[src/rtl/seg_borrow_select_sub_pkg.sv]
// Shared definitions for the segmented borrow-select subtractor.
// Holds the controller state type, default geometry, the segment-index
// width helper and the signed-overflow flag function.
package seg_borrow_select_sub_pkg;

    localparam int WIDTH_DEF = 32;
    localparam int SEG_W_DEF = 4;
    localparam int NSEG_DEF  = WIDTH_DEF / SEG_W_DEF;

    typedef enum logic [1:0] {
        IDLE = 2'd0,
        RUN  = 2'd1,
        DONE = 2'd2
    } state_t;

    // Index counter needs at least one bit even when there is a single segment.
    function automatic int seg_idx_w(input int nseg);
        return (nseg > 1) ? $clog2(nseg) : 1;
    endfunction

    // Two's-complement overflow of a - b: operands of opposite sign and
    // the result sign differs from the minuend. Shared with the adder flags
    // by passing the inverted b sign.
    function automatic logic sub_ovf(input logic a_msb, input logic b_msb,
                                     input logic d_msb);
        return (a_msb != b_msb) && (d_msb != a_msb);
    endfunction

endpackage

[src/rtl/seg_borrow_select_sub_if.sv]
// Operand/result handshake bundle for seg_borrow_select_sub.
// master: producer of operands and consumer of results (testbench / datapath).
// slave : the subtractor.
//   in_valid/in_ready, a, b, bin      operand side
//   out_valid/out_ready, diff, bout,
//   zero, ovf                         result side
interface seg_borrow_select_sub_if #(
    parameter int WIDTH = 32
);
    logic             in_valid;
    logic             in_ready;
    logic [WIDTH-1:0] a;
    logic [WIDTH-1:0] b;
    logic             bin;
    logic             out_valid;
    logic             out_ready;
    logic [WIDTH-1:0] diff;
    logic             bout;
    logic             zero;
    logic             ovf;

    modport master (
        output in_valid, a, b, bin, out_ready,
        input  in_ready, out_valid, diff, bout, zero, ovf
    );

    modport slave (
        input  in_valid, a, b, bin, out_ready,
        output in_ready, out_valid, diff, bout, zero, ovf
    );

endinterface

[src/rtl/seg_borrow_select_sub_csel.sv]
// One borrow-select segment of the subtractor (combinational).
//   a_seg, b_seg : SEG_W-bit operand slices
//   bsel         : running borrow into this segment
//   d_seg        : SEG_W-bit difference slice
//   bout_seg     : borrow out of this segment
// The borrow-in=1 result (a + ~b) is formed first; the borrow-in=0 result
// is its +1 increment, so only one full adder chain is needed.
module seg_csel_sub #(
    parameter int SEG_W = 4
) (
    input  logic [SEG_W-1:0] a_seg,
    input  logic [SEG_W-1:0] b_seg,
    input  logic             bsel,
    output logic [SEG_W-1:0] d_seg,
    output logic             bout_seg
);

    logic [SEG_W:0] d1;
    logic [SEG_W:0] d0;
    logic [SEG_W:0] sel;

    assign d1  = {1'b0, a_seg} + {1'b0, ~b_seg};
    assign d0  = d1 + (SEG_W+1)'(1);
    assign sel = bsel ? d1 : d0;

    // Carry out of the complement-add means no borrow.
    assign d_seg    = sel[SEG_W-1:0];
    assign bout_seg = ~sel[SEG_W];

endmodule

[src/rtl/seg_borrow_select_sub.sv]
// Multi-cycle segmented subtractor: diff = a - b - bin, one SEG_W-bit
// segment per clock, lowest segment first.
//   clk, rst_n : clock, async active-low reset
//   bus        : slave side of seg_borrow_select_sub_if (operands in,
//                diff/bout/zero/ovf out, valid/ready both sides)
//
// state | meaning
// IDLE  | waiting for operands, in_ready=1
// RUN   | one segment resolved per cycle
// DONE  | result held on out_valid until out_ready
module seg_borrow_select_sub
    import seg_borrow_select_sub_pkg::*;
#(
    parameter int WIDTH = WIDTH_DEF,
    parameter int SEG_W = SEG_W_DEF
) (
    input  logic                  clk,
    input  logic                  rst_n,
    seg_borrow_select_sub_if.slave bus
);

    localparam int NSEG  = WIDTH / SEG_W;
    localparam int IDX_W = seg_idx_w(NSEG);

    generate
        if (WIDTH % SEG_W != 0) begin : g_bad_geometry
            $error("seg_borrow_select_sub: WIDTH must be a multiple of SEG_W");
        end
    endgenerate

    state_t           state;
    logic [IDX_W-1:0] seg_idx;
    logic             borrow;
    logic [WIDTH-1:0] a_r;
    logic [WIDTH-1:0] b_r;
    logic [WIDTH-1:0] diff_r;
    logic             out_valid_r;
    logic             bout_r;
    logic             zero_r;
    logic             ovf_r;

    logic [SEG_W-1:0] a_seg;
    logic [SEG_W-1:0] b_seg;
    logic [SEG_W-1:0] d_seg;
    logic             bout_seg;
    logic [WIDTH-1:0] diff_nxt;
    logic             last_seg;

    // Segment mux and write-back; diff_nxt is the word as it will stand
    // after this cycle, so the final flags see the completed result.
    always_comb begin
        a_seg    = '0;
        b_seg    = '0;
        diff_nxt = diff_r;
        for (int k = 0; k < NSEG; k++) begin
            if (seg_idx == IDX_W'(k)) begin
                a_seg                       = a_r[k*SEG_W +: SEG_W];
                b_seg                       = b_r[k*SEG_W +: SEG_W];
                diff_nxt[k*SEG_W +: SEG_W] = d_seg;
            end
        end
    end

    assign last_seg = (seg_idx == IDX_W'(NSEG - 1));

    seg_csel_sub #(.SEG_W(SEG_W)) u_csel (
        .a_seg    (a_seg),
        .b_seg    (b_seg),
        .bsel     (borrow),
        .d_seg    (d_seg),
        .bout_seg (bout_seg)
    );

    always_ff @(posedge clk or negedge rst_n) begin
        if (!rst_n) begin
            state       <= IDLE;
            seg_idx     <= '0;
            borrow      <= 1'b0;
            a_r         <= '0;
            b_r         <= '0;
            diff_r      <= '0;
            out_valid_r <= 1'b0;
            bout_r      <= 1'b0;
            zero_r      <= 1'b0;
            ovf_r       <= 1'b0;
        end else begin
            case (state)
                IDLE: begin
                    if (bus.in_valid) begin
                        a_r     <= bus.a;
                        b_r     <= bus.b;
                        borrow  <= bus.bin;
                        seg_idx <= '0;
                        diff_r  <= '0;
                        state   <= RUN;
                    end
                end
                RUN: begin
                    diff_r  <= diff_nxt;
                    borrow  <= bout_seg;
                    seg_idx <= seg_idx + IDX_W'(1);
                    if (last_seg) begin
                        state       <= DONE;
                        out_valid_r <= 1'b1;
                        bout_r      <= bout_seg;
                        zero_r      <= (diff_nxt == '0);
                        ovf_r       <= sub_ovf(a_r[WIDTH-1], b_r[WIDTH-1],
                                               diff_nxt[WIDTH-1]);
                    end
                end
                DONE: begin
                    // Results are left in place after hand-off.
                    if (bus.out_ready) begin
                        state       <= IDLE;
                        out_valid_r <= 1'b0;
                    end
                end
                default: state <= IDLE;
            endcase
        end
    end

    assign bus.in_ready  = (state == IDLE);
    assign bus.out_valid = out_valid_r;
    assign bus.diff      = diff_r;
    assign bus.bout      = bout_r;
    assign bus.zero      = zero_r;
    assign bus.ovf       = ovf_r;

endmodule

[src/flat_wrapper.sv]
// flat-port wrapper written by rule: the top's interface ports become plain ports
module seg_borrow_select_sub_flat import seg_borrow_select_sub_pkg::*;
#(
    parameter int WIDTH = WIDTH_DEF,
    parameter int SEG_W = SEG_W_DEF
)
  (clk, rst_n, bus_in_valid, bus_a, bus_b, bus_bin, bus_out_ready, bus_in_ready, bus_out_valid, bus_diff, bus_bout, bus_zero, bus_ovf);
  seg_borrow_select_sub_if #(.WIDTH(WIDTH)) bus_i ();
  input  logic clk;
  input  logic rst_n;
  input wire logic [$bits(bus_i.in_valid)-1:0] bus_in_valid;
  input wire logic [$bits(bus_i.a)-1:0] bus_a;
  input wire logic [$bits(bus_i.b)-1:0] bus_b;
  input wire logic [$bits(bus_i.bin)-1:0] bus_bin;
  input wire logic [$bits(bus_i.out_ready)-1:0] bus_out_ready;
  output wire logic [$bits(bus_i.in_ready)-1:0] bus_in_ready;
  output wire logic [$bits(bus_i.out_valid)-1:0] bus_out_valid;
  output wire logic [$bits(bus_i.diff)-1:0] bus_diff;
  output wire logic [$bits(bus_i.bout)-1:0] bus_bout;
  output wire logic [$bits(bus_i.zero)-1:0] bus_zero;
  output wire logic [$bits(bus_i.ovf)-1:0] bus_ovf;
  assign bus_i.in_valid = bus_in_valid;
  assign bus_i.a = bus_a;
  assign bus_i.b = bus_b;
  assign bus_i.bin = bus_bin;
  assign bus_i.out_ready = bus_out_ready;
  assign bus_in_ready = bus_i.in_ready;
  assign bus_out_valid = bus_i.out_valid;
  assign bus_diff = bus_i.diff;
  assign bus_bout = bus_i.bout;
  assign bus_zero = bus_i.zero;
  assign bus_ovf = bus_i.ovf;
  seg_borrow_select_sub #(.WIDTH(WIDTH), .SEG_W(SEG_W)) u_core (.clk(clk), .rst_n(rst_n), .bus(bus_i));
endmodule
[config.mk]
export PLATFORM = sky130hd
export DESIGN_NAME = seg_borrow_select_sub_flat
export DESIGN_NICKNAME = d
export VERILOG_FILES = /design/src/rtl/seg_borrow_select_sub_pkg.sv /design/src/rtl/seg_borrow_select_sub_if.sv /design/src/rtl/seg_borrow_select_sub_csel.sv /design/src/rtl/seg_borrow_select_sub.sv /design/src/flat_wrapper.sv
export SDC_FILE = /design/constraint.sdc
export NUM_CORES = 1
export LEC_CHECK = 0
export ABC_CLOCK_PERIOD_IN_PS = 10100
export BUFFER_PORTS_ARGS = -buffer_cell sky130_fd_sc_hd__buf_2
export CAP_MARGIN = 30
export CORE_UTILIZATION = 30
export CTS_BUF_LIST = sky130_fd_sc_hd__clkbuf_16
export CTS_CLUSTER_SIZE = 10
export DETAILED_ROUTE_END_ITERATION = 10
export PLACE_DENSITY = 0.6
export SYNTH_ARGS = -nofsm -noshare
export SYNTH_HDL_FRONTEND = slang
export SYNTH_SLANG_ARGS = --single-unit
[constraint.sdc]
create_clock -name clk -period 10.1 [get_ports clk]
set_clock_uncertainty 0.2 [all_clocks]
set_input_delay 1.515 -clock clk [delete_from_list [all_inputs] [get_ports clk]]
set_output_delay 1.515 -clock clk [all_outputs]
set_load 0.01 [all_outputs]
==> impl_results.md, run 1 <==
* Outcome: finished, final reports clean
* Hold Crit Class: flip-flop to flip-flop
* Clk pin slew, worst setup/hold paths at 0.07 ns
* Via count at 4628
* GPL Wtd Cong at 0.8945
* F_max at 182.4 MHz
* CP peak stage delay at 0.87 ns
* CTS Buffer Depth at 2
* Initial antenna violation count at 0
* Switching power at between 1 and 1.5 mW
* Register area share after synthesis at 50.58%
* Synthesized flop and latch total at 106
* Crit. End Element: flip-flop
* Cell mode on critical path: ha_1
* DRT antenna net count at 0
* Final setup viols at 0
* Final Power at 2.532 mW
* Clock share of power at 13.5%
* Main flop type after synthesis: dfrtp_1
* CP cell instances: inv_1 -> ha_1 -> inv_1 -> nor2_1 -> a22oi_1 -> o21ai_0 -> a221oi_1 -> ha_1 -> fa_1 -> ha_1 -> mux2i_1 -> nand2_1 -> o21ai_0 -> nand4_1 -> a2111oi_0 -> a32o_2
* Worst Hold Slack at 0.2699 ns
* Sw frac at 47.83%
* CP max FO at 24
* P_leak at 3.142 nW
* Final setup TNS at 0 ns
* Area grow syn2layout at 19.14%
* Cell family with most CP delay: adder cells
* Post-synth EDFFs at 0
* Post-CTS Setup Bufs at 0
* RSZ-0062 raised after global routing: no
* Met3 Wirelength at about 750 um
* Largest net degree at the start of global routing at 70
* Die X-Extent at ~130 um
* Synth Instances at 623
* Post-DP HPWL at 10840 um
* Non-filler instance count after layout at 935
* PwrDens at 405.2 nW/um^2
* Die ar. at about 18000 sq um
* Worst EP arrival at 5.57 ns
* Num CTS Buffers at 9
* Max Cap Viol at 0
* Dpl cell area at 5963 sq um
* Syn_nets at 704
* Internal power at 1.321 mW
* CTS tree: yes
* Initial DRC count at just under 400
* Max H-tree Level at 3
* Hold Fails Final Rpt at 0
* Worst-Skew Late Latency at 0.36 ns
* Die H at 134.2 um
* Crit path launch type: flip-flop
* Total global routing track utilization at 17.80%
* # IOs at 106
* Setup CP Type: flip-flop to flip-flop
* Placeable core area at 16820 sq um
* Starting Density at 31.18%
* CP required at between 10 and 15 ns
* Mean Syn Cell Area at 8.417 sq um
* Routed length on met2 at between 7000 and 8000 um
* Hold Buf Count CTS at 0
* Synth warn at 0
* DR WL/cell at 16.20 um
* Worst-Margin Slew at a little over 0.8 ns
* CTS sink cnt at 106
* Share of layout cells above drive strength 1 at 18.04%
* CP Buf/Inv Count at 2
* Post-layout instance area at roughly 6200 sq um
* Drc violations at 0
* Vias per cell at about 5
* Row cnt at 47
* GR Overflow Total at 0
* Drt total wl at 15150 um
* Peak VDD IR at 168.1 uV
* Yosys cell types at 50
* WL met1 at 7003 um
* Vias in the first global route at approximately 4500
* Final Critical Period at 5.482 ns
* Ratio of final minimum period to clock period at 54.28%
* Cells after DPL at 920
* ANT cells at 0
* Mapped Area at 5244 sq um
* Slew Limit Fails at 0
* Critical-path top delay cell: dfrtp_1
* Pre-antenna DRT Iters at 5
* Number of port buffers at approximately 110
* Async set-reset flop share out of synthesis at 100.0%
* Top layer in use: met4
* Sequential share of power at about 30%
* Gate power share at between 50% and 60%
* First-pass GRT wire length at 24500 um
* Slew Limit Headroom at 46.11%
* # resized after CTS at 0
* CTS root buf: clkbuf_16
* Nets at slightly below 800
## tightest hold or removal path, stage by stage, from the launching register on
cell	delay, ns
dfrtp_1	0.34
nand2_1	0.05
nand2_1	0.05
## cell families after synthesis
group	Yosys count	share of synthesized area, %
buffers and inverters	43	3.173
adders and majority gates	12	3.006
AOI/OAI and AO/OA	134	16.37
and+or+nand+nor	322	25.56
xor gates and xnor gates	4	0.9306
muxes	2	0.3818
DFF	106	50.58
## power groups by stage
stage	Sequential, mW	Combinational [mW]	Clock [mW]
final	0.747	1.44	0.342
after detailed placement	0.754	1.44	0
after global placement	0.751	1.41	0
after floorplan	0.720	1.03	0
after CTS	0.746	1.45	0.351
after global routing	0.773	1.62	0.370
## sequential cells by signal, summed over array words and instances (netlist names)
register / cells
u_core.borrow: 1
u_core.bus.zero: 1
u_core.bus.out_valid: 1
u_core.bus.diff: 32
u_core.bus.ovf: 1
u_core.bus.bout: 1
u_core.a_r: 32
u_core.b_r: 32
u_core.seg_idx: 3
u_core.state: 2
## final cells by class
class	count	area (sq um)
clock buffer	9	225.2
clock inverter	6	58.81
fill	1810	10570
inverter	9	33.78
multi-input combinational	474	2429
sequential	106	2653
tap	220	275.3
timing repair buffer	111	573.1
## synth_stat cells, types with 5 or more instances
| library cell | n | area (sq um) |
|---|---|---|
| nand2_1 | 245 | 919.6 |
| dfrtp_1 | 106 | 2653 |
| o21ai_0 | 51 | 255.2 |
| a21oi_1 | 30 | 150.1 |
| clkbuf_1 | 27 | 101.4 |
| nor2_1 | 21 | 78.83 |
| nor3_1 | 16 | 80.08 |
| nor2b_1 | 15 | 93.84 |
| ha_1 | 11 | 137.6 |
| a22oi_1 | 9 | 67.56 |
| inv_1 | 9 | 33.78 |
| a221oi_1 | 8 | 70.07 |
| a22o_1 | 5 | 43.79 |
| nand2b_1 | 5 | 31.28 |
| nand3b_1 | 5 | 37.54 |
## layout by cell type (no fill, tap or decap), types with 8 or more instances in the layout
cell / Yosys / final
clkbuf_16: 0 / 9
dfrtp_1: 106 / 106
buf_2: 4 / 104
inv_1: 9 / 9
o21ai_0: 51 / 51
nor2b_1: 15 / 15
nor2_1: 21 / 21
nand2_1: 245 / 244
ha_1: 11 / 11
nor3_1: 16 / 16
a22oi_1: 9 / 9
a21oi_1: 30 / 30
a221oi_1: 8 / 8
## stage by stage
stage	setup WS [ns]	utilization (%)
floorplan	5.583	-
global placement	4.917	35.46
detailed placement	4.729	35.46
CTS	4.687	37.14
global route	4.050	37.14
finish	4.618	37.14
## worst paths after layout
kind                                                from                         endpoint  slack (ns)  depth (start not counted)
max                        u_core.seg_idx[2]$_DFFE_PN0P_      u_core.bus.zero$_DFFE_PN0P_        4.62                         16
min                            u_core.b_r[2]$_DFFE_PN0P_        u_core.b_r[2]$_DFFE_PN0P_        0.27                          2
max reg2reg                u_core.seg_idx[2]$_DFFE_PN0P_      u_core.bus.zero$_DFFE_PN0P_        4.62                         16
min reg2reg                    u_core.b_r[2]$_DFFE_PN0P_        u_core.b_r[2]$_DFFE_PN0P_        0.27                          2
max in group asynchronous                          rst_n       u_core.a_r[26]$_DFFE_PN0P_        7.52                          2
min in group asynchronous                          rst_n  u_core.bus.diff[16]$_DFFE_PN0P_        1.00                          1
## routing by layer
layer / global-route usage [%] / up-vias
li1: - / 2283
met1: 23.53 / 2173
met2: 28.35 / 145
met3: 3.590 / 27
met4: 7.428 / 0
met5: 0 / -
(Power assumes the default switching activity.)
==> run 2, diff against run 1 <==
Settings changed: ABC_AREA set to 1, ABC_CLOCK_PERIOD_IN_PS 10100 to 5200.
Clock period 10.1 ns to 5.2 ns, I/O delays scaled along.
==> run 2 against run 1 <==
Via count increased by 7.0%. Clock power increased by 120%. Core utilization decreased by 0.57 points. Global-route usage decreased by 0.38 points. Largest cell class unchanged.
==> impl_results.md, run 2 <==
* Outcome: finished, final reports clean
* Syn_nets at 837 (+19%)
* PwrDens at 803.7 nW/um^2 (+98%)
* Number of port buffers at 105 (unchanged)
* Placeable core area at 18020 sq um (+7.2%)
* CTS Buffer Depth at 2 (unchanged)
* Main combinational cell family by area after synthesis: simple AND/OR/NAND/NOR gates
* Hold Crit Class: flip-flop to flip-flop
* Multiplexer area fraction after synthesis at 0% (-0.38 points)
* GPL Wtd Cong at 0.8627 (-3.6%)
* Post-synthesis compound-gate area fraction at 7.280% (-9.1 points)
* Max Cap Viol at 0 (unchanged)
* Synth Instances at 756 (+21%)
* Hold Buf Count CTS at 0 (unchanged)
* Post-synthesis xor/xnor area fraction at 0.1583% (-0.77 points)
* Drt total wl at 15280 um (+0.91%)
* Cell family with most CP delay: adder cells
* Commonest non-fill, non-tap cells in the layout: nand2_1, dfrtp_1, buf_2
* Crit path launch type: flip-flop
* Synthesized flop and latch total at 106 (unchanged)
* # resized after CTS at 0 (unchanged)
* Cell mode on critical path: nand2_1
* Largest net degree at the start of global routing at 67 (-4.3%)
* Async set-reset flop share out of synthesis at 100.0% (unchanged)
* Die X-Extent at 137.8 um (+2.7%)
* Row cnt at 49 (+4.3%)
* Most frequent cell after synthesis: nand2_1
* Peak VDD IR at 439.3 uV (+160%)
* Worst-Margin Slew at 0.8380 ns (+0.02959 ns)
* Worst r2r dst: u_core.bus.zero$_DFFE_PN0P_
* Cells after DPL at 1065 (+16%)
* Hold Path Origin: u_core.bus.ovf$_DFFE_PN0P_
* Area grow syn2layout at 19.13% (about the same)
* Hold Crit Depth at 2 (unchanged)
* ANT cells at 0 (unchanged)
* Post-synth EDFFs at 0 (unchanged)
* Area occupied by multi-input gates at 2469 sq um (+1.6%)
* Num CTS Buffers at 9 (unchanged)
* Vias per cell at 4.581 (-7.5%)
* P_leak at 3.698 nW (+18%)
* Critical-path top delay cell: dfrtp_1
* FILL cells at 1979 (+9.3%)
* Adder-cell share of the synthesized area at 2.849% (-0.16 points)
* RSZ-0062 raised after global routing: no
* Hold Fails Final Rpt at 0 (unchanged)
* Vias in the first global route at 4827 (+6.3%)
* Post-CTS Setup Bufs at 0 (unchanged)
* Drc violations at 0 (unchanged)
* Sequential cell area at 2653 sq um (unchanged)
* Via count at 4952 (+7.0%)
* Final setup TNS at 0 ns (unchanged)
* Commonest non-fill, non-tap cell in the layout: nand2_1
* Met3 GRT Util at 2.539% (-1.1 points)
* Register area share after synthesis at 47.93% (-2.7 points)
* Non-filler instance count after layout at 1081 (+16%)
* Final Power at 5.299 mW (+110%)
* Initial antenna violation count at 0 (unchanged)
* Setup CP Type: flip-flop to flip-flop
* Total global routing track utilization at 17.42% (-0.38 points)
* Share of layout cells above drive strength 1 at 17.49% (-0.55 points)
* Setup slack, reg-to-reg at 0.73 ns (-3.89 ns)
* DR WL/cell at 14.14 um (-13%)
* Post-DP HPWL at 11060 um (+2.0%)
* CP required at 5.30 ns (-4.89 ns)
* Starting Density at 30.70% (-0.48 points)
* Worst Hold Slack at 0.2762 ns (+0.006303 ns)
* F_max at 223.5 MHz (+23%)
* CTS tree: yes
* GR Overflow Total at 0 (unchanged)
* Die H at 137.8 um (+2.7%)
* Grt met2 use at 26.63% (-1.7 points)
* Max H-tree Level at 3 (unchanged)
* GRT Max-Usage Layer: met2
* Mapped Area at 5534 sq um (+5.5%)
* Die ar. at 18990 sq um (+5.5%)
* Nets at 928 (+17%)
* Ratio of final minimum period to clock period at 86.04% (+32 points)
* Synth area leader: dfrtp_1
* Post-Synth Simple-Gate Area at 34.28% (+8.7 points)
* Mean Syn Cell Area at 7.320 sq um (-13%)
* Pre-antenna DRT Iters at 5 (unchanged)
* Crit. End Element: flip-flop
* CP max FO at 18 (-25%)
* Yosys cell types at 32 (-36%)
* Slew Limit Fails at 0 (unchanged)
* CP cell instances: inv_1 -> ha_1 -> clkinv_1 -> nand2_1 -> o211ai_1 -> nand2_1 -> nand2_1 -> nand2_1 -> o21ai_0 -> ha_1 -> fa_1 -> ha_1 -> nand2_2 -> nand3_1 -> nand2_1 -> nand2_1 -> nor2_1 -> nand2_1 -> nor2_1 -> nand3_1 -> nor2_1 -> nand3_1 -> nand2_1
* R2R depth at 23 (+7)
* CTS root buf: clkbuf_16
* Slew Limit Headroom at 44.13% (-2.0 points)
* # IOs at 106 (unchanged)
* CP Buf/Inv Count at 2 (unchanged)
* WHS Endpoint: u_core.bus.ovf$_DFFE_PN0P_
* Main flop type after synthesis: dfrtp_1
* Synth warn at 0 (unchanged)
* First-pass GRT wire length at 24960 um (+1.9%)
* Clk pin slew, worst setup/hold paths at 0.07 ns (about the same)
* FF-to-FF Start: u_core.seg_idx[2]$_DFFE_PN0P_
* Final Critical Period at 4.474 ns (-1.008 ns)
* Final setup viols at 0 (unchanged)
* CP peak stage delay at 0.57 ns (-0.30 ns)
* Synth top area share at 47.93% (-2.7 points)
* CTS sink cnt at 106 (unchanged)
* Initial DRC count at 378 (-4.3%)
* Met1 Use GR at 25.02% (+1.5 points)
* Ranking of synthesized cells by area: dfrtp_1, nand2_1, inv_1
* Worst EP arrival at 4.57 ns (-1.00 ns)
* Synth top cells by count: nand2_1, dfrtp_1, inv_1, nor2_1, nand3_1
* Worst-Skew Late Latency at 0.35 ns (about the same)
* DRT antenna net count at 0 (unchanged)
[run 2: changes by cell type after synthesis, sizes merged, moves of 21 or more]
cell	before	now
nand2	245	395
inv	9	63
o21ai	51	18
nand3	3	33
o22ai	1	29
a21oi	31	9
nor2	21	42
[run 2: area by class of cell]
class	instances	share of cell area [%]
clock inverter	7	1.442
sequential	106	40.24
timing repair buffer	110	9.186
clock buffer	9	3.416
inverter	68	3.929
multi-input combinational	552	37.45
tap	229	4.346
[run 2: how the worst max path moves through the flow]
stage | from | to | slack [ns] | cells after the start
2_1_floorplan | u_core.seg_idx[2]$_DFFE_PN0P_ | u_core.bus.zero$_DFFE_PN0P_ | 1.44 | 24
3_3_place_gp | u_core.seg_idx[2]$_DFFE_PN0P_ | u_core.bus.zero$_DFFE_PN0P_ | 0.89 | 21
3_5_place_dp | u_core.seg_idx[2]$_DFFE_PN0P_ | u_core.bus.zero$_DFFE_PN0P_ | 0.76 | 24
4_1_cts | u_core.seg_idx[2]$_DFFE_PN0P_ | u_core.bus.zero$_DFFE_PN0P_ | 0.74 | 24
5_1_grt | u_core.seg_idx[2]$_DFFE_PN0P_ | u_core.bus.zero$_DFFE_PN0P_ | 0.26 | 24
6_report | u_core.seg_idx[2]$_DFFE_PN0P_ | u_core.bus.zero$_DFFE_PN0P_ | 0.73 | 23
[run 2: worst min-delay path, cell delays in order (launching register included)]
cell,delay [ns]
dfrtp_1,0.34
nand2_1,0.05
nand2_1,0.05
[run 2: layer usage]
layer	routed length, um	vias up	share of wire, %
li1	-	2538	-
met1	7446	2238	49
met2	6581	156	43
met3	980	20	6.4
met4	275	0	1.8
met5	0	-	0
[run 2: logic make-up (layout without fill, tap and decap cells)]
kind of cell,count (synthesis),count (layout)
DFF,106,106
adders and majority gates,12,12
AOI/OAI and AO/OA,67,67
buffers and inverters,98,194
and+or+nand+nor,472,472
xor gates and xnor gates,1,1
[run 2: metrics by stage]
| step | instance area, sq um | setup slack, ns | util, % |
|---|---|---|---|
| 6_report | 6593 | 0.7257 | 36.58 |
| 3_5_place_dp | 6272 | 0.7607 | 34.80 |
| 5_1_grt | 6593 | 0.2585 | 36.58 |
| 2_1_floorplan | 5534 | 1.436 | - |
| 4_1_cts | 6593 | 0.7441 | 36.58 |
| 3_3_place_gp | 6217 | 0.8903 | 34.49 |
[run 2: where the power goes]
part / internal [mW] / switching, mW / leakage [nW]
Clock: 0.421 / 0.315 / 0.149
Sequential: 1.21 / 0.243 / 1.32
Combinational: 1.04 / 2.07 / 2.23
Total: 2.67 / 2.63 / 3.70
